$ cat src/rtl/ac97_pkg.sv
//------------------------------------------------------------------------------
// Module      : ac97_pkg
// Description : AC-link frame geometry, tag bit positions, FSM encodings and
//               the transmit content record shared by the codec link blocks.
// Revision    : 1.0 - initial release
//------------------------------------------------------------------------------
`default_nettype none

package ac97_pkg;

    localparam int FRAME_BITS  = 256;
    localparam int TAG_BITS    = 16;
    localparam int SLOT_BITS   = 20;
    localparam int SAMPLE_BITS = 16;
    localparam int CNT_W       = 8;

    localparam int SLOT1_START = TAG_BITS;
    localparam int SLOT2_START = SLOT1_START + SLOT_BITS;
    localparam int SLOT3_START = SLOT2_START + SLOT_BITS;
    localparam int SLOT4_START = SLOT3_START + SLOT_BITS;
    localparam int SLOT5_START = SLOT4_START + SLOT_BITS;

    localparam int TAG_READY = 15;
    localparam int TAG_SLOT1 = 14;
    localparam int TAG_SLOT2 = 13;
    localparam int TAG_SLOT3 = 12;
    localparam int TAG_SLOT4 = 11;

    typedef logic [CNT_W-1:0] bit_idx_t;

    // Decode happens on the last bit of a slot pair so strobes land one cycle later
    localparam bit_idx_t TAG_DONE_BIT    = bit_idx_t'(TAG_BITS - 1);
    localparam bit_idx_t CMD_DECODE_BIT  = bit_idx_t'(SLOT3_START - 1);
    localparam bit_idx_t PLAY_DECODE_BIT = bit_idx_t'(SLOT5_START - 1);
    localparam bit_idx_t LAST_BIT        = bit_idx_t'(FRAME_BITS - 1);

    localparam logic [0:0] IDLE  = 1'b0;
    localparam logic [0:0] FRAME = 1'b1;

    typedef struct packed {
        logic                   ready;
        logic                   stat_valid;
        logic [6:0]             stat_addr;
        logic [SAMPLE_BITS-1:0] stat_data;
        logic                   cap_valid;
        logic [SAMPLE_BITS-1:0] cap_left;
        logic [SAMPLE_BITS-1:0] cap_right;
    } tx_content_t;

    function automatic logic [SLOT_BITS-1:0] slot_of(input logic [SAMPLE_BITS-1:0] sample);
        return {sample, 4'b0000};
    endfunction

endpackage

`default_nettype wire

$ cat src/rtl/ac97_slot_ser.sv
//------------------------------------------------------------------------------
// Module      : ac97_slot_ser
// Description : Builds the 256-bit SDATA_IN frame at bit 0 and shifts it out
//               MSB first with a registered output.
// Revision    : 1.0 - initial release
//------------------------------------------------------------------------------
`default_nettype none

module ac97_slot_ser
    import ac97_pkg::*;
(
    input  logic        clk,
    input  logic        rst,
    input  logic        i_load,
    input  logic        i_active,
    input  tx_content_t i_content,
    output logic        o_sdata
);

    localparam int c_TAIL_BITS = FRAME_BITS - TAG_BITS - 4 * SLOT_BITS;

    logic [TAG_BITS-1:0]   w_tag;
    logic [SLOT_BITS-1:0]  w_slot1;
    logic [SLOT_BITS-1:0]  w_slot2;
    logic [SLOT_BITS-1:0]  w_slot3;
    logic [SLOT_BITS-1:0]  w_slot4;
    logic [FRAME_BITS-1:0] w_frame;
    logic [FRAME_BITS-1:0] r_shift;
    logic                  r_sdata;

    always_comb begin
        w_tag   = {i_content.ready,
                   i_content.stat_valid, i_content.stat_valid,
                   i_content.cap_valid,  i_content.cap_valid,
                   11'b0};
        w_slot1 = i_content.stat_valid ? {1'b0, i_content.stat_addr, 12'b0} : '0;
        w_slot2 = i_content.stat_valid ? slot_of(i_content.stat_data) : '0;
        w_slot3 = i_content.cap_valid  ? slot_of(i_content.cap_left)  : '0;
        w_slot4 = i_content.cap_valid  ? slot_of(i_content.cap_right) : '0;
        w_frame = {w_tag, w_slot1, w_slot2, w_slot3, w_slot4, {c_TAIL_BITS{1'b0}}};
    end

    // Bit 0 goes straight from the built frame; the rest follow from the shifter
    always_ff @(posedge clk) begin
        if (rst) begin
            r_shift <= '0;
            r_sdata <= 1'b0;
        end else if (i_load) begin
            r_sdata <= w_frame[FRAME_BITS-1];
            r_shift <= {w_frame[FRAME_BITS-2:0], 1'b0};
        end else if (i_active) begin
            r_sdata <= r_shift[FRAME_BITS-1];
            r_shift <= {r_shift[FRAME_BITS-2:0], 1'b0};
        end else begin
            r_sdata <= 1'b0;
        end
    end

    assign o_sdata = r_sdata;

endmodule

`default_nettype wire

$ cat src/rtl/ac97_codec_link.sv
//------------------------------------------------------------------------------
// Module      : ac97_codec_link
// Description : Codec-side AC-link engine: SYNC lock, SDATA_OUT slot decode,
//               read status and capture return on SDATA_IN.
// Revision    : 1.0 - initial release
//------------------------------------------------------------------------------
`default_nettype none

module ac97_codec_link
    import ac97_pkg::*;
(
    input  logic        clk,
    input  logic        rst,
    input  logic        AC97_SYNC,
    input  logic        AC97_SDATA_OUT,
    output logic        AC97_SDATA_IN,
    input  logic        codec_ready,
    output logic        cmd_valid,
    output logic        cmd_rd,
    output logic [6:0]  cmd_addr,
    output logic [15:0] cmd_data,
    input  logic [15:0] reg_rd_data,
    output logic        play_valid,
    output logic [15:0] play_left,
    output logic [15:0] play_right,
    input  logic        rec_valid,
    input  logic [15:0] rec_left,
    input  logic [15:0] rec_right,
    output logic        rec_overrun,
    output logic        resync_err
);

    localparam int c_RX_W = 2 * SLOT_BITS;

    logic                     r_sync_q;
    logic                     r_sync_armed;
    logic [0:0]               r_state;
    bit_idx_t                 r_cnt;
    logic [c_RX_W-2:0]        r_rx_sh;
    logic [TAG_READY:TAG_SLOT4] r_tag;

    logic                     r_stat_valid;
    logic [6:0]               r_stat_addr;
    logic [15:0]              r_stat_data;
    logic                     r_pend;
    logic [15:0]              r_pend_left;
    logic [15:0]              r_pend_right;

    logic                     w_sync_rise;
    logic                     w_in_frame;
    bit_idx_t                 w_bit;
    logic [c_RX_W-1:0]        w_rx_next;
    logic [SLOT_BITS-1:0]     w_rx_hi;
    logic [SLOT_BITS-1:0]     w_rx_lo;
    logic                     w_unused_rx;
    tx_content_t              w_tx;

    // The arm flag keeps a SYNC that is already high at reset release from counting as a rise
    assign w_sync_rise = AC97_SYNC && !r_sync_q && r_sync_armed;
    assign w_in_frame  = w_sync_rise || (r_state == FRAME);
    assign w_bit       = w_sync_rise ? '0 : r_cnt;
    assign w_rx_next   = {r_rx_sh, AC97_SDATA_OUT};
    assign w_rx_hi     = w_rx_next[c_RX_W-1 -: SLOT_BITS];
    assign w_rx_lo     = w_rx_next[SLOT_BITS-1:0];
    assign w_unused_rx = &{1'b0, w_rx_hi[3:0], w_rx_lo[3:0]};

    always_ff @(posedge clk) begin
        if (rst) begin
            r_sync_q     <= 1'b0;
            r_sync_armed <= !AC97_SYNC;
            r_state      <= IDLE;
            r_cnt        <= '0;
            resync_err   <= 1'b0;
        end else begin
            r_sync_q   <= AC97_SYNC;
            resync_err <= w_sync_rise && (r_state == FRAME) && (r_cnt != LAST_BIT);
            if (!AC97_SYNC) begin
                r_sync_armed <= 1'b1;
            end
            if (w_sync_rise) begin
                r_state <= FRAME;
                r_cnt   <= bit_idx_t'(1);
            end else if (r_state == FRAME) begin
                if (r_cnt == LAST_BIT) begin
                    r_state <= IDLE;
                end else begin
                    r_cnt <= r_cnt + bit_idx_t'(1);
                end
            end
        end
    end

    // Slot pairs are decoded from the shift register plus the bit arriving this cycle
    always_ff @(posedge clk) begin
        if (rst) begin
            r_rx_sh    <= '0;
            r_tag      <= '0;
            cmd_valid  <= 1'b0;
            cmd_rd     <= 1'b0;
            cmd_addr   <= '0;
            cmd_data   <= '0;
            play_valid <= 1'b0;
            play_left  <= '0;
            play_right <= '0;
        end else begin
            cmd_valid  <= 1'b0;
            play_valid <= 1'b0;
            if (w_in_frame) begin
                r_rx_sh <= w_rx_next[c_RX_W-2:0];
                if (w_bit == TAG_DONE_BIT) begin
                    r_tag <= w_rx_next[TAG_READY:TAG_SLOT4];
                end
                if (w_bit == CMD_DECODE_BIT && r_tag[TAG_READY] && r_tag[TAG_SLOT1]) begin
                    cmd_valid <= 1'b1;
                    cmd_rd    <= w_rx_hi[19];
                    cmd_addr  <= w_rx_hi[18:12];
                    cmd_data  <= r_tag[TAG_SLOT2] ? w_rx_lo[19:4] : '0;
                end
                if (w_bit == PLAY_DECODE_BIT && r_tag[TAG_SLOT3] && r_tag[TAG_SLOT4]) begin
                    play_valid <= 1'b1;
                    play_left  <= w_rx_hi[19:4];
                    play_right <= w_rx_lo[19:4];
                end
            end
        end
    end

    always_ff @(posedge clk) begin
        if (rst) begin
            r_stat_valid <= 1'b0;
            r_stat_addr  <= '0;
            r_stat_data  <= '0;
            r_pend       <= 1'b0;
            r_pend_left  <= '0;
            r_pend_right <= '0;
            rec_overrun  <= 1'b0;
        end else begin
            if (cmd_valid && cmd_rd) begin
                r_stat_valid <= 1'b1;
                r_stat_addr  <= cmd_addr;
                r_stat_data  <= reg_rd_data;
            end else if (w_sync_rise) begin
                r_stat_valid <= 1'b0;
            end
            // A capture arriving on bit 0 rides in that frame instead of pending
            rec_overrun <= rec_valid && r_pend && !w_sync_rise;
            if (w_sync_rise) begin
                r_pend <= 1'b0;
            end else if (rec_valid) begin
                r_pend       <= 1'b1;
                r_pend_left  <= rec_left;
                r_pend_right <= rec_right;
            end
        end
    end

    always_comb begin
        w_tx            = '0;
        w_tx.ready      = codec_ready;
        w_tx.stat_valid = r_stat_valid;
        w_tx.stat_addr  = r_stat_addr;
        w_tx.stat_data  = r_stat_data;
        w_tx.cap_valid  = r_pend || rec_valid;
        w_tx.cap_left   = rec_valid ? rec_left  : r_pend_left;
        w_tx.cap_right  = rec_valid ? rec_right : r_pend_right;
    end

    ac97_slot_ser u_slot_ser (
        .clk       (clk),
        .rst       (rst),
        .i_load    (w_sync_rise),
        .i_active  (r_state == FRAME),
        .i_content (w_tx),
        .o_sdata   (AC97_SDATA_IN)
    );

endmodule

`default_nettype wire

$ cat config.mk
export PLATFORM = sky130hd
export DESIGN_NAME = ac97_codec_link
export DESIGN_NICKNAME = d
export VERILOG_FILES = /design/src/rtl/ac97_pkg.sv /design/src/rtl/ac97_slot_ser.sv /design/src/rtl/ac97_codec_link.sv
export SDC_FILE = /design/constraint.sdc
export NUM_CORES = 1
export LEC_CHECK = 0
export CAP_MARGIN = 20
export CELL_PAD_IN_SITES_DETAIL_PLACEMENT = 1
export CELL_PAD_IN_SITES_GLOBAL_PLACEMENT = 1
export CORE_MARGIN = 8
export CORE_UTILIZATION = 38
export CTS_BUF_LIST = sky130_fd_sc_hd__clkbuf_16
export CTS_CLUSTER_SIZE = 12
export DETAILED_ROUTE_END_ITERATION = 16
export GPL_TIMING_DRIVEN = 0
export PLACE_DENSITY_LB_ADDON = 0.1
export SYNTH_ARGS = -nofsm -noshare
export SYNTH_HDL_FRONTEND = slang
export SYNTH_SLANG_ARGS = --single-unit
$ cat constraint.sdc
create_clock -name clk -period 1.6 [get_ports clk]
set_clock_uncertainty 0.2 [all_clocks]
set_input_delay 0.24 -clock clk [delete_from_list [all_inputs] [get_ports clk]]
set_output_delay 0.24 -clock clk [all_outputs]
set_load 0.02 [all_outputs]
== Word-level counts from Yosys, hierarchy flattened ==
Index checks and enable logic that the tools add are counted.

* Equality and inequality tests: 7
* Muxes and demuxes: 24
* Bitwise logic cells: 2
* Reductions and logical operators: 25
* $add $sub $neg: 1

{| class="wikitable"
|+ Operators with widths
! cell !! count
|-
| $mux 256 || 2
|-
| $mux 20 || 3
|-
| $mux 16 || 3
|-
| $mux 19 || 1
|-
| $mux 1 || 14
|-
| $logic_and 1x1->1 || 11
|-
| $reduce_and 2->1 || 5
|-
| $add 8x1->8 const B || 1
|-
| $eq 8x4->1 const B || 1
|-
| $eq 8x6->1 const B || 1
|-
| $eq 8x7->1 const B || 1
|-
| $eq 8x8->1 const B || 1
|-
| $mux 8 || 1
|-
| $ne 8x8->1 const B || 1
|-
| $ne 2x2->1 const B || 2
|-
| $reduce_bool 2->1 || 2
|-
| $reduce_or 2->1 || 2
|-
| $logic_not 1->1 || 3
|-
| $logic_or 1x1->1 || 2
|-
| $not 1->1 || 2
|}

* Output and inout port bits: 61
* Word-level logic and storage cells: 84
* Register bits after elaboration: 268
* Input bits: 54

== Depth between registers and ports, before layout ==
Gate-level depths: netlist of run 1.

* Depth in word-level cells: 8
* Depth in mapped cells: 7
* Mapped depth without buffers: 5

== By module ==
Synthesis of run 1 repeated with hierarchy kept, for this count alone.

* Cell total of the unflattened synthesis: 1170
* Area, all modules: 10511.3 um^2

{| class="wikitable"
|+ By module, submodules not included
! module !! times used !! area each (um^2) !! cells an instance
|-
| ac97_codec_link || 1 || 6433.7 || 787
|-
| ac97_slot_ser || 1 || 4077.7 || 383
|}

== Least setup slack after synthesis of run 1 ==
No wires, ideal clock.

* Path kind: reg-to-reg
* Start: reg r_cnt[3]
* End: reg play_left[0]
* Library setup time: 0.118 ns
* Stages on the path, launching flop included: 7
* Data required time: 1.282 ns
* Slack: -0.071 ns
* Arrival time: 1.353 ns
* Period minus slack after synthesis: 1.671 ns
* Path through: dfxtp_1 -> and4_1 -> and4b_1 -> buf_4 -> and2_4 -> buf_4 -> o21ai_1

* Cells in the longest elaborated chain, start to end: 5

{| class="wikitable"
|+ RTL lines
! item !! line !! source
|-
| from (decl) || ac97_codec_link.sv:38 || <nowiki>bit_idx_t r_cnt;</nowiki>
|-
| from (signal assigned) || ac97_codec_link.sv:82 || <nowiki>r_cnt <= bit_idx_t'(1);</nowiki>
|-
| from (signal assigned) || ac97_codec_link.sv:87 || <nowiki>r_cnt <= r_cnt + bit_idx_t'(1);</nowiki>
|-
| $mux 8 || ac97_codec_link.sv:61 || <nowiki>assign w_bit = w_sync_rise ? '0 : r_cnt;</nowiki>
|-
| $eq 8x7->1 || ac97_codec_link.sv:119 || <nowiki>if (w_bit == PLAY_DECODE_BIT && r_tag[TAG_SLOT3] && r_tag[TAG_SLOT4]) begin</nowiki>
|-
| $logic_and 1x1->1 (2 in a row) || ac97_codec_link.sv:119 ||
|-
| $reduce_and 2->1 (no line) || - ||
|-
| to (signal assigned) || ac97_codec_link.sv:121 || <nowiki>play_left <= w_rx_hi[19:4];</nowiki>
|-
| to (decl) || ac97_codec_link.sv:24 || <nowiki>output logic [15:0] play_left,</nowiki>
|}

Every way passes these cells.
A chain may end at the register's enable or synchronous reset.

== Worst setup path in the final report of run 1 ==
* Start: reg r_sync_armed
* End: reg r_pend_right[14]

* Cells in the longest elaborated chain, start to end: 1

{| class="wikitable"
|+ RTL lines
! item !! line !! source
|-
| from (decl) || ac97_codec_link.sv:36 || <nowiki>logic r_sync_armed;</nowiki>
|-
| from (signal assigned) || ac97_codec_link.sv:70 || <nowiki>r_sync_armed <= !AC97_SYNC;</nowiki>
|-
| $logic_and 1x1->1 || ac97_codec_link.sv:59 || <nowiki>assign w_sync_rise = AC97_SYNC && !r_sync_q && r_sync_armed;</nowiki>
|-
| to (signal assigned) || ac97_codec_link.sv:152 || <nowiki>r_pend_right <= rec_right;</nowiki>
|-
| to (decl) || ac97_codec_link.sv:47 || <nowiki>logic [15:0] r_pend_right;</nowiki>
|}

Every way passes these cells.

==> results of run 1 <==
==> cells in the final DEF (no fill, tap or decap), types with 5 or more instances in the layout <==
cell type	n
a211oi_2	25
o21ai_2	18
inv_1	15
buf_4	28
nand2_4	39
clkinv_1	7
buf_12	19
nand2_1	216
mux2i_1	122
clkdlybuf4s50_1	52
a221oi_2	7
clkinv_2	5
buf_8	16
o21ai_1	6
buf_6	37
buf_2	57
nor2_1	95
clkbuf_16	48
a221oi_4	19
nand2_2	18
clkbuf_4	7
dfxtp_1	252
a21oi_1	49
a21oi_2	59
nor2_4	5
nand4_1	25
clkbuf_1	9
a31oi_1	25
clkbuf_2	24
dfxtp_2	10
==> power breakdown <==
part,internal [mW],leakage [nW],switching [mW],total [mW]
Combinational,1.07,3.53,1.12,2.18
Clock,3.42,0.444,2.76,6.18
Sequential,6.80,2.17,0.137,6.94
==> through the flow <==
stage	cells	util, %
global route	1744	57.8
detailed placement	1626	44.5
finish	1744	57.8
floorplan	1172	-
CTS	1697	50.2
global placement	1626	44.5
==> path summary, 6_finish.rpt <==
check | start | endpoint | cells after the start
worst max-delay path | r_sync_armed | r_pend_right[14] | 7
worst min-delay path | reg_rd_data[13] | r_stat_data[13] | 3
worst max register to register | r_sync_armed | r_pend_right[14] | 7
worst min register to register | play_left[5] | play_left[5] | 2
==> critical path, stage by stage (launching register included) <==
cell      delay [ns]
edfxtp_1        0.40
nand3b_1        0.19
buf_6           0.16
buf_12          0.17
nand2_8         0.11
buf_8           0.22
nand2_1         0.09
a21oi_1         0.10
==> logic make-up (layout without fill, tap and decap cells) <==
group	Yosys count	count (layout)	synth area share, %
simple gates	437	437	17.6
flops	267	267	51.8
compound gates	225	225	13.2
mux	131	131	12.7
buf+inv	109	340	4.35
xor+xnor	2	2	0.170
fa+ha+maj	1	1	0.121
==> final cells by class <==
type / instances / area [sq um]
repair buffers: 184 / 1870
flip-flops and latches: 267 / 5380
well taps: 341 / 427
multi-input cells: 796 / 5870
plain buffers: 97 / 1050
clock inverters: 22 / 124
fillers: 2917 / 11300
inverters: 8 / 30.0
clock buffers: 29 / 726
==> state kept, by name (all words and copies together), names as in the netlist, 5 cells and up <==
name	flops
r_pend_right	16
cmd_data	16
cmd_addr	7
r_rx_sh	39
r_pend_left	16
play_left	16
u_slot_ser.r_shift	94
r_stat_data	16
r_tag	5
play_right	16
r_stat_addr	7
r_cnt	8
==> layer usage <==
| metal | global-route usage, % | vias up | wire (um) |
|---|---|---|---|
| met4 | 4.96 | 0 | 914 |
| met1 | 24.0 | 4689 | 15700 |
| met5 | 0 | - | 0 |
| met2 | 33.1 | 164 | 18500 |
| met3 | 3.37 | 64 | 1260 |
| li1 | - | 4468 | - |
==> timing repair <==
item	in CTS	in global routing
setup endpoints to repair	326	256
gates cloned	5	20
hold buffers	1	0
gates resized for setup	459	351
endpoints found under the hold margin	1	0
buffers inserted	16	29
pin swaps	19	122
==> summary.md, run 1 <==
| Metric | Value |
|---|---|
| Post-synth EDFFs | `1` |
| Post-synth top flop | `dfxtp_1` |
| DR vias/cell | `5.38` |
| Vias in the first global route | `9615` |
| Synth unique cells | `43` |
| Cell Area, Synth | `10300 sq um` |
| Setup CP Type | `reg -> reg` |
| Top post-synthesis cells by area | `dfxtp_1 52%, mux2i_1 12%, nand2_1 10%` |
| Design area | `15500 sq um` |
| CTS H-tree depth | `1` |
| Post-synthesis cell count | `1172` |
| Die ar. | `32700 sq um` |
| Total GRT Usage | `19.0%` |
| Ant diodes | `0` |
| Clk buf depth | `3` |
| Most common cell in the netlist | `nand2_1` |
| Failing checks | `negative setup slack` |
| Gp weighted congestion | `0.746` |
| CTS Buf Count | `29` |
| RSZ-0062 raised after global routing | `yes` |
| Register area share after synthesis | `51.8%` |
| Tcrit/Tclk final | `113%` |
| Wire per inst | `20.9 um` |
| Initial Util | `38.5%` |
| Top cells by count, synth | `274 x nand2_1, 266 x dfxtp_1, 127 x mux2i_1` |
| Post-synthesis net count | `1227` |
| Die width | `181 um` |
| Hold Slack | `0.0379 ns` |
| Vert. Die Dim | `181 um` |
| Final wirelength | `36.4 mm` |
| Achievable clock frequency | `555 MHz` |
| Worst setup margin | `-0.202 ns` |
| HP Class | `in -> reg` |
| Via count | `9385` |
| Max IR drop VDD | `0.000690 V` |
| DRT Pass-1 Iters | `4` |
| Core ar. | `26800 sq um` |
| Syn Area/Cell | `8.81 sq um` |
| Least-Margin Pin Slew | `1.19 ns` |
| Area Growth Syn to Fin | `49.9%` |
| TNS Setup | `-16.51 ns` |
| Worst EP required | `1.78 ns` |
| Ys Warns | `0` |
| Initial DRC Count | `370` |
| Final hold vios | `0` |
| First-pass GRT wire length | `51.6 mm` |
| CP endpoint kind | `flip-flop` |
| Yosys top cell by area | `dfxtp_1` |
| Clock latency on the worst-skew pair | `0.55 ns` |
| I/O pins | `115` |
| Status | `complete, but fails checks` |
| Root buf cell | `clkbuf_16` |
| Share of cells above drive strength 1 | `35.0%` |
| Share of the synthesized area in the top cell type | `51.6%` |
| Pre-CTS WS | `-1.28 ns` |
| CTS tree | `done` |
| Half-perimeter wire length after detailed placement | `21.7 mm` |
| P_leak | `6.15 nW` |
| DRC Markers | `0` |
| Max-capacitance violation count | `0` |
| Initial antenna violation count | `0` |
| Max-slew headroom | `20.9%` |
| Post-synth ARST share | `0%` |
| Largest net degree at the start of global routing | `15` |
| Critical Path AT | `1.98 ns` |
| Nets | `1438` |
| Minimum period implied by the final worst setup slack | `1.80 ns` |
| Grt total ovfl | `0` |
| Reg clk slew, reported paths | `0.06 ns` |
| Setup-failing EPs final | `196` |
| Placed Area | `11900 sq um` |
| Pwr Total | `15.3 mW` |
| Num rows | `60` |
| Startpoint Class | `flip-flop` |
| Sink Count | `267` |
| Final slew viol count | `0` |
| Pwr/cell area | `989 nW/um^2` |
| Critical-path maximum fanout | `7` |
| Port Buffers | `113` |
| Antenna viol nets, final | `0` |
| Worst R2R Setup Slack | `-0.20 ns` |
| FF+latch count, synth | `267` |
Power figures use the tool's default switching activity.
==> inputs of run 2 (changes only) <==
- CORE_UTILIZATION: 38 -> 25
==> summary.md, run 2 (same netlist as run 1, synthesis figures left out) <==
| Metric | Value |
|---|---|
| Half-perimeter wire length after detailed placement | `24.1 mm (was 21.7 mm)` |
| DRT Pass-1 Iters | `4 (unchanged)` |
| Area Growth Syn to Fin | `48.0% (was 49.9%)` |
| Worst R2R Setup Slack | `-0.15 ns (was -0.20 ns)` |
| HP Start | `reg_rd_data[2] (was reg_rd_data[13])` |
| Critical Path AT | `1.96 ns (was 1.98 ns)` |
| Via count | `9079 (was 9385)` |
| Pwr/cell area | `1050 nW/um^2 (was 989 nW/um^2)` |
| Final wirelength | `36.3 mm (was 36.4 mm)` |
| Clock latency on the worst-skew pair | `0.52 ns (was 0.55 ns)` |
| CP endpoint kind | `flip-flop (unchanged)` |
| Largest regs | `u_slot_ser.r_shift (94), r_rx_sh (39) (unchanged)` |
| Worst EP required | `1.81 ns (was 1.78 ns)` |
| Grt total ovfl | `0 (unchanged)` |
| Design area | `15300 sq um (was 15500 sq um)` |
| Final slew viol count | `0 (unchanged)` |
| Max reg flops | `94 (unchanged)` |
| Port Buffers | `113 (unchanged)` |
| Core Util, Final | `37.4% (was 57.8%)` |
| Failing checks | `negative setup slack (unchanged)` |
| DR vias/cell | `4.74 (was 5.38)` |
| CTS H-tree depth | `2 (was 1)` |
| Least-Margin Pin Slew | `1.19 ns (about the same)` |
| Wire per inst | `19.0 um (was 20.9 um)` |
| RSZ-0062 raised after global routing | `yes (unchanged)` |
| Sink Count | `267 (unchanged)` |
| Critical R2R Capture | `play_left[1] (was r_pend_right[14])` |
| Worst r2r path cells | `6 (was 7)` |
| HP Class | `in -> reg (unchanged)` |
| Antenna viol nets, final | `0 (unchanged)` |
| CTS Buf Count | `34 (was 29)` |
| P_leak | `5.95 nW (was 6.15 nW)` |
| Vert. Die Dim | `219 um (was 181 um)` |
| Critical-path maximum fanout | `5 (was 7)` |
| I/O pins | `115 (unchanged)` |
| Initial Util | `25.3% (was 38.5%)` |
| Worst hold endpoint | `r_stat_data[2] (was r_stat_data[13])` |
| Hold Path Cell Cnt | `3 (unchanged)` |
| Largest net degree at the start of global routing | `12 (was 15)` |
| CTS tree | `done (unchanged)` |
| Hold Slack | `0.0701 ns (was 0.0379 ns)` |
| Worst setup margin | `-0.146 ns (was -0.202 ns)` |
| Reg clk slew, reported paths | `0.06 ns (about the same)` |
| Setup-failing EPs final | `143 (was 196)` |
| Gp weighted congestion | `0.722 (was 0.746)` |
| Num rows | `74 (was 60)` |
| Core ar. | `40800 sq um (was 26800 sq um)` |
| Max IR drop VDD | `0.000683 V (was 0.000690 V)` |
| Pwr Total | `16.1 mW (was 15.3 mW)` |
| Nets | `1414 (was 1438)` |
| Filler cells | `4584 (was 2917)` |
| Hold_buf cts | `0 (was 1)` |
| Share of cells above drive strength 1 | `30.7% (was 35.0%)` |
| Ant diodes | `0 (unchanged)` |
| Initial antenna violation count | `1 (was 0)` |
| Achievable clock frequency | `573 MHz (was 555 MHz)` |
| First-pass GRT wire length | `54.7 mm (was 51.6 mm)` |
| Most frequent cells in the layout | `257 x dfxtp_1, 238 x nand2_1, 127 x mux2i_1 (was 252 x dfxtp_1, 216 x nand2_1, 122 x mux2i_1)` |
| Vias in the first global route | `9466 (was 9615)` |
| Reg area | `5370 sq um (was 5380 sq um)` |
| Multi-input gate area | `5720 sq um (was 5870 sq um)` |
| Pre-CTS WS | `-1.56 ns (was -1.28 ns)` |
| Reg-to-reg startpoint | `r_cnt[0] (was r_sync_armed)` |
| Final hold vios | `0 (unchanged)` |
| Initial DRC Count | `323 (was 370)` |
| Die ar. | `48100 sq um (was 32700 sq um)` |
| Max-slew headroom | `20.6% (was 20.9%)` |
| Die width | `219 um (was 181 um)` |
| Clk buf depth | `3 (unchanged)` |
| DRC Markers | `0 (unchanged)` |
| Startpoint Class | `flip-flop (unchanged)` |
| Tcrit/Tclk final | `109% (was 113%)` |
| Status | `complete, but fails checks (unchanged)` |
| Commonest non-fill, non-tap cell in the layout | `dfxtp_1 (unchanged)` |
| Total GRT Usage | `14.3% (was 19.0%)` |
| Placed Area | `12200 sq um (was 11900 sq um)` |
| Setup CP Type | `reg -> reg (unchanged)` |
| Root buf cell | `clkbuf_16 (unchanged)` |
| Max-capacitance violation count | `0 (unchanged)` |
| Minimum period implied by the final worst setup slack | `1.75 ns (was 1.80 ns)` |
| Reg with most FFs | `u_slot_ser.r_shift (unchanged)` |
## run 2: cell count changes in the layout (fill, tap and decap cells not counted), sizes merged
cell / before / now
clkinv: 12 / 9
clkdlybuf4s15: 3 / 4
clkbuf: 92 / 91
dlygate4sd3: 1 / 0
buf: 162 / 142
inv: 16 / 21
clkinvlp: 1 / 0
## run 2: timing repair
item / in CTS / in global routing
pin swaps: 32 / 94
buffers inserted: 14 / 9
setup endpoints to repair: 327 / 245
gates resized for setup: 460 / 283
gates cloned: 5 / 16
## run 2: critical path: stages (launching register included)
cell and delay, ns:
dfxtp_2 0.36, and4_4 0.23, and4b_2 0.25, buf_6 0.13, and2_4 0.25, buf_8 0.16, o21ai_2 0.05
## run 2: cell type report
type                            instances  area share (%)
Clock inverter                         23           0.761
Tap cell                              532            4.35
Sequential cell                       267            35.1
Timing Repair Buffer                  157            9.75
Inverter                                8           0.196
Clock buffer                           37            6.06
Buffer                                 95            6.33
Multi-Input combinational cell        796            37.4
## run 2: power by group
group	switching [mW]	internal, mW	total (mW)
logic	1.05	0.903	1.95
registers	0.127	6.80	6.93
clock network	2.92	4.28	7.20
## run 2: through the flow
step	TNS, ns	instances
finish	-7.27	1915
global route	-19.64	1915
CTS	-5.62	1892
detailed placement	-273.17	1817
global placement	-263.44	1817
floorplan	-1.10	1172
## run 2: worst max-delay path by stage
stage | from | endpoint | slack [ns]
final | r_cnt[0] | play_left[1] | -0.15
after global routing | r_sync_armed | play_right[11] | -0.21
after CTS | r_cnt[5] | play_right[14] | -0.16
after detailed placement | rst | r_sync_armed | -1.56
after global placement | rst | r_sync_armed | -1.44
after floorplan | r_state | u_slot_ser.r_shift[163] | -0.05
## run 2: per-layer routing
layer	wire length (um)	share of wire (%)	track usage, %	up-vias
li1	-	-	-	4432
met1	17000	47	18.8	4467
met2	17200	47	23.6	123
met3	1300	3.6	2.73	55
met4	806	2.2	4.43	2
met5	9	0.025	0	-
==> inputs of run 3 (changes only) <==
--- a/config.mk
+++ b/config.mk
@@ -14,4 +14,5 @@
 export CTS_CLUSTER_SIZE = 12
 export DETAILED_ROUTE_END_ITERATION = 16
+export GPL_ROUTABILITY_DRIVEN = 0
 export GPL_TIMING_DRIVEN = 0
 export PLACE_DENSITY_LB_ADDON = 0.1
==> constraint.sdc (replaced) <==
create_clock -name clk -period 1.6 [get_ports clk]
set_clock_uncertainty 0.2 [all_clocks]
set_input_delay 0.24 -clock clk [delete_from_list [all_inputs] [get_ports clk]]
set_output_delay 0.24 -clock clk [all_outputs]
set_load 0.01 [all_outputs]
==> summary.md, run 3 (same netlist as run 1, synthesis figures left out) <==
| Metric | Value |
|---|---|
| Status | `complete, but fails checks (unchanged)` |
| Failing checks | `negative setup slack (unchanged)` |
| Least-Margin Pin Slew | `1.18 ns (was 1.19 ns)` |
| DRC Markers | `0 (unchanged)` |
| CP max stage delay | `0.37 ns (was 0.36 ns)` |
| Crit-path leading delay family | `simple AND/OR/NAND/NOR gates (unchanged)` |
| Final hold vios | `0 (unchanged)` |
| Minimum period implied by the final worst setup slack | `1.76 ns (was 1.75 ns)` |
| CTS tree | `done (unchanged)` |
| CTS H-tree depth | `2 (unchanged)` |
| Initial Util | `25.3% (unchanged)` |
| Wire per inst | `19.1 um (was 19.0 um)` |
| Tcrit/Tclk final | `110% (was 109%)` |
| Placed Area | `12200 sq um (unchanged)` |
| Worst EP required | `1.87 ns (was 1.81 ns)` |
| CP Buf/Inv Count | `2 (unchanged)` |
| Switching part of the total | `25.5% (about the same)` |
| Final wirelength | `36.8 mm (was 36.3 mm)` |
| Die ar. | `48100 sq um (unchanged)` |
| Setup CP Type | `reg -> reg (unchanged)` |
| P_leak | `5.98 nW (was 5.95 nW)` |
| I/O pins | `115 (unchanged)` |
| Max-slew headroom | `21.4% (was 20.6%)` |
| Vert. Die Dim | `219 um (unchanged)` |
| DRT Pass-1 Iters | `4 (unchanged)` |
| Critical-path maximum fanout | `5 (unchanged)` |
| Worst setup margin | `-0.157 ns (was -0.146 ns)` |
| Placed cell count | `1817 (unchanged)` |
| Achievable clock frequency | `569 MHz (was 573 MHz)` |
| Ant diodes | `0 (unchanged)` |
| Pwr/cell area | `1030 nW/um^2 (was 1050 nW/um^2)` |
| Port Buffers | `113 (unchanged)` |
| Final non-filler cell total | `1924 (was 1915)` |
| Total GRT Usage | `14.6% (was 14.3%)` |
| HP Class | `in -> reg (unchanged)` |
| Vias in the first global route | `9544 (was 9466)` |
| Max-capacitance violation count | `0 (unchanged)` |
| Commonest non-fill, non-tap cell in the layout | `nand2_1 (was dfxtp_1)` |
| DR vias/cell | `4.73 (was 4.74)` |
| Largest regs | `u_slot_ser.r_shift (94), r_rx_sh (39) (unchanged)` |
| Setup-failing EPs final | `117 (was 143)` |
| Grt total ovfl | `0 (unchanged)` |
| Nets | `1423 (was 1414)` |
| Num rows | `74 (unchanged)` |
| Pwr Total | `16.1 mW (about the same)` |
| Final slew viol count | `0 (unchanged)` |
| Crit-path slowest cell | `dfxtp_4 (was dfxtp_2)` |
| Max reg flops | `94 (unchanged)` |
| RSZ-0062 raised after global routing | `yes (unchanged)` |
| Antenna viol nets, final | `0 (unchanged)` |
| Reg with most FFs | `u_slot_ser.r_shift (unchanged)` |
| Via count | `9097 (was 9079)` |
| Comb power frac | `12.0% (was 12.1%)` |
| Die width | `219 um (unchanged)` |
| Initial DRC Count | `355 (was 323)` |
| Largest net degree at the start of global routing | `12 (unchanged)` |
| CP endpoint kind | `flip-flop (unchanged)` |
| Root buf cell | `clkbuf_16 (unchanged)` |
| Area Growth Syn to Fin | `51.4% (was 48.0%)` |
| CTS Buf Count | `34 (unchanged)` |
| Initial antenna violation count | `0 (was 1)` |
| Design area | `15600 sq um (was 15300 sq um)` |
| Startpoint Class | `flip-flop (unchanged)` |
| Core ar. | `40800 sq um (unchanged)` |
| Sequential Power Share | `43.1% (about the same)` |
| Reg clk slew, reported paths | `0.06 ns (about the same)` |
| Critical path, cell by cell | `and4b_1 -> and4b_2 -> buf_6 -> and2_4 -> buf_6 -> a31o_1 (was and4_4 -> and4b_2 -> buf_6 -> and2_4 -> buf_8 -> o21ai_2)` |
| Max IR drop VDD | `0.000681 V (was 0.000683 V)` |
| First-pass GRT wire length | `55.5 mm (was 54.7 mm)` |
| Share of cells above drive strength 1 | `30.5% (was 30.7%)` |
| TNS Setup | `-7.56 ns (was -7.27 ns)` |
| Psw | `4.10 mW (about the same)` |
| Half-perimeter wire length after detailed placement | `24.1 mm (unchanged)` |
| Int Power | `12.0 mW (about the same)` |
| Clk buf depth | `3 (unchanged)` |
| Most frequent cells in the layout | `241 x nand2_1, 239 x dfxtp_1, 126 x mux2i_1 (was 257 x dfxtp_1, 238 x nand2_1, 127 x mux2i_1)` |
| Clk pwr share | `44.9% (was 44.8%)` |
| Cell mode on critical path | `buf_6` |
| Hold_buf cts | `0 (unchanged)` |
| Sink Count | `267 (unchanged)` |
| Critical Path AT | `2.02 ns (was 1.96 ns)` |
| Clock latency on the worst-skew pair | `0.53 ns (was 0.52 ns)` |
==> run 3: cell types whose count changed in the layout (fill, tap and decap cells not counted), moves of 5 or more <==
cell / previous run / this run
dfxtp_4: 3 / 8
dfxtp_1: 257 / 239
buf_2: 57 / 13
dfxtp_2: 6 / 19
clkdlybuf4s15_1: 0 / 20
clkdlybuf4s15_2: 4 / 18
clkbuf_2: 24 / 35
==> run 3: timing repair <==
| action | in CTS | in global routing |
|---|---|---|
| buffers inserted | 20 | 12 |
| gates resized for setup | 416 | 278 |
| cloned | 10 | 11 |
| pin swaps | 37 | 101 |
| endpoints found under the setup margin | 327 | 270 |
| endpoints found under the hold margin | 0 | 0 |
==> run 3: worst paths after layout <==
path / startpoint / endpoint / slack, ns / cells past startpoint
setup / recovery: r_cnt[5] / play_right[0] / -0.16 / 6
hold / removal: reg_rd_data[2] / r_stat_data[2] / 0.07 / 3
setup reg to reg: r_cnt[5] / play_right[0] / -0.16 / 6
hold reg to reg: r_rx_sh[21] / r_rx_sh[21] / 0.25 / 2
==> run 3: metal layers <==
| layer | wire, um | GRT usage [%] |
|---|---|---|
| met1 | 17100 | 18.9 |
| met2 | 17400 | 24.2 |
| met3 | 1430 | 2.92 |
| met4 | 810 | 4.43 |
| met5 | 0 | 0 |
==> run 3: final cells by class <==
class	count	area (sq um)
fill	4544	25200
multi-input combinational	796	5720
sequential	267	5410
timing repair buffer	165	1790
buffer	96	985
clock buffer	37	926
tap	532	666
clock inverter	23	116
inverter	8	30.0
==> run 3: tightest hold or removal path: stages <==
cell	delay, ns
clkdlybuf4s50_1	0.40
nand2_1	0.06
a21oi_1	0.05
==> run 3: power by group through the flow <==
stage	clock network [mW]	registers, mW	logic, mW
after floorplan	0	7.01	0.695
after CTS	7.50	6.89	1.47
after detailed placement	0	7.04	1.18
after global routing	7.78	6.94	2.05
final	7.22	6.93	1.92
after global placement	0	7.03	1.18
==> run 3: through the flow <==
step / worst slack (ns) / util [%] / hold WS (ns)
5_1_grt: -0.209 / 38.3 / 0.0697
3_5_place_dp: -1.56 / 29.8 / 0.242
3_3_place_gp: -1.44 / 29.8 / 0.242
6_report: -0.157 / 38.3 / 0.0684
4_1_cts: -0.163 / 35.3 / 0.0364
2_1_floorplan: -0.0450 / - / 0.176
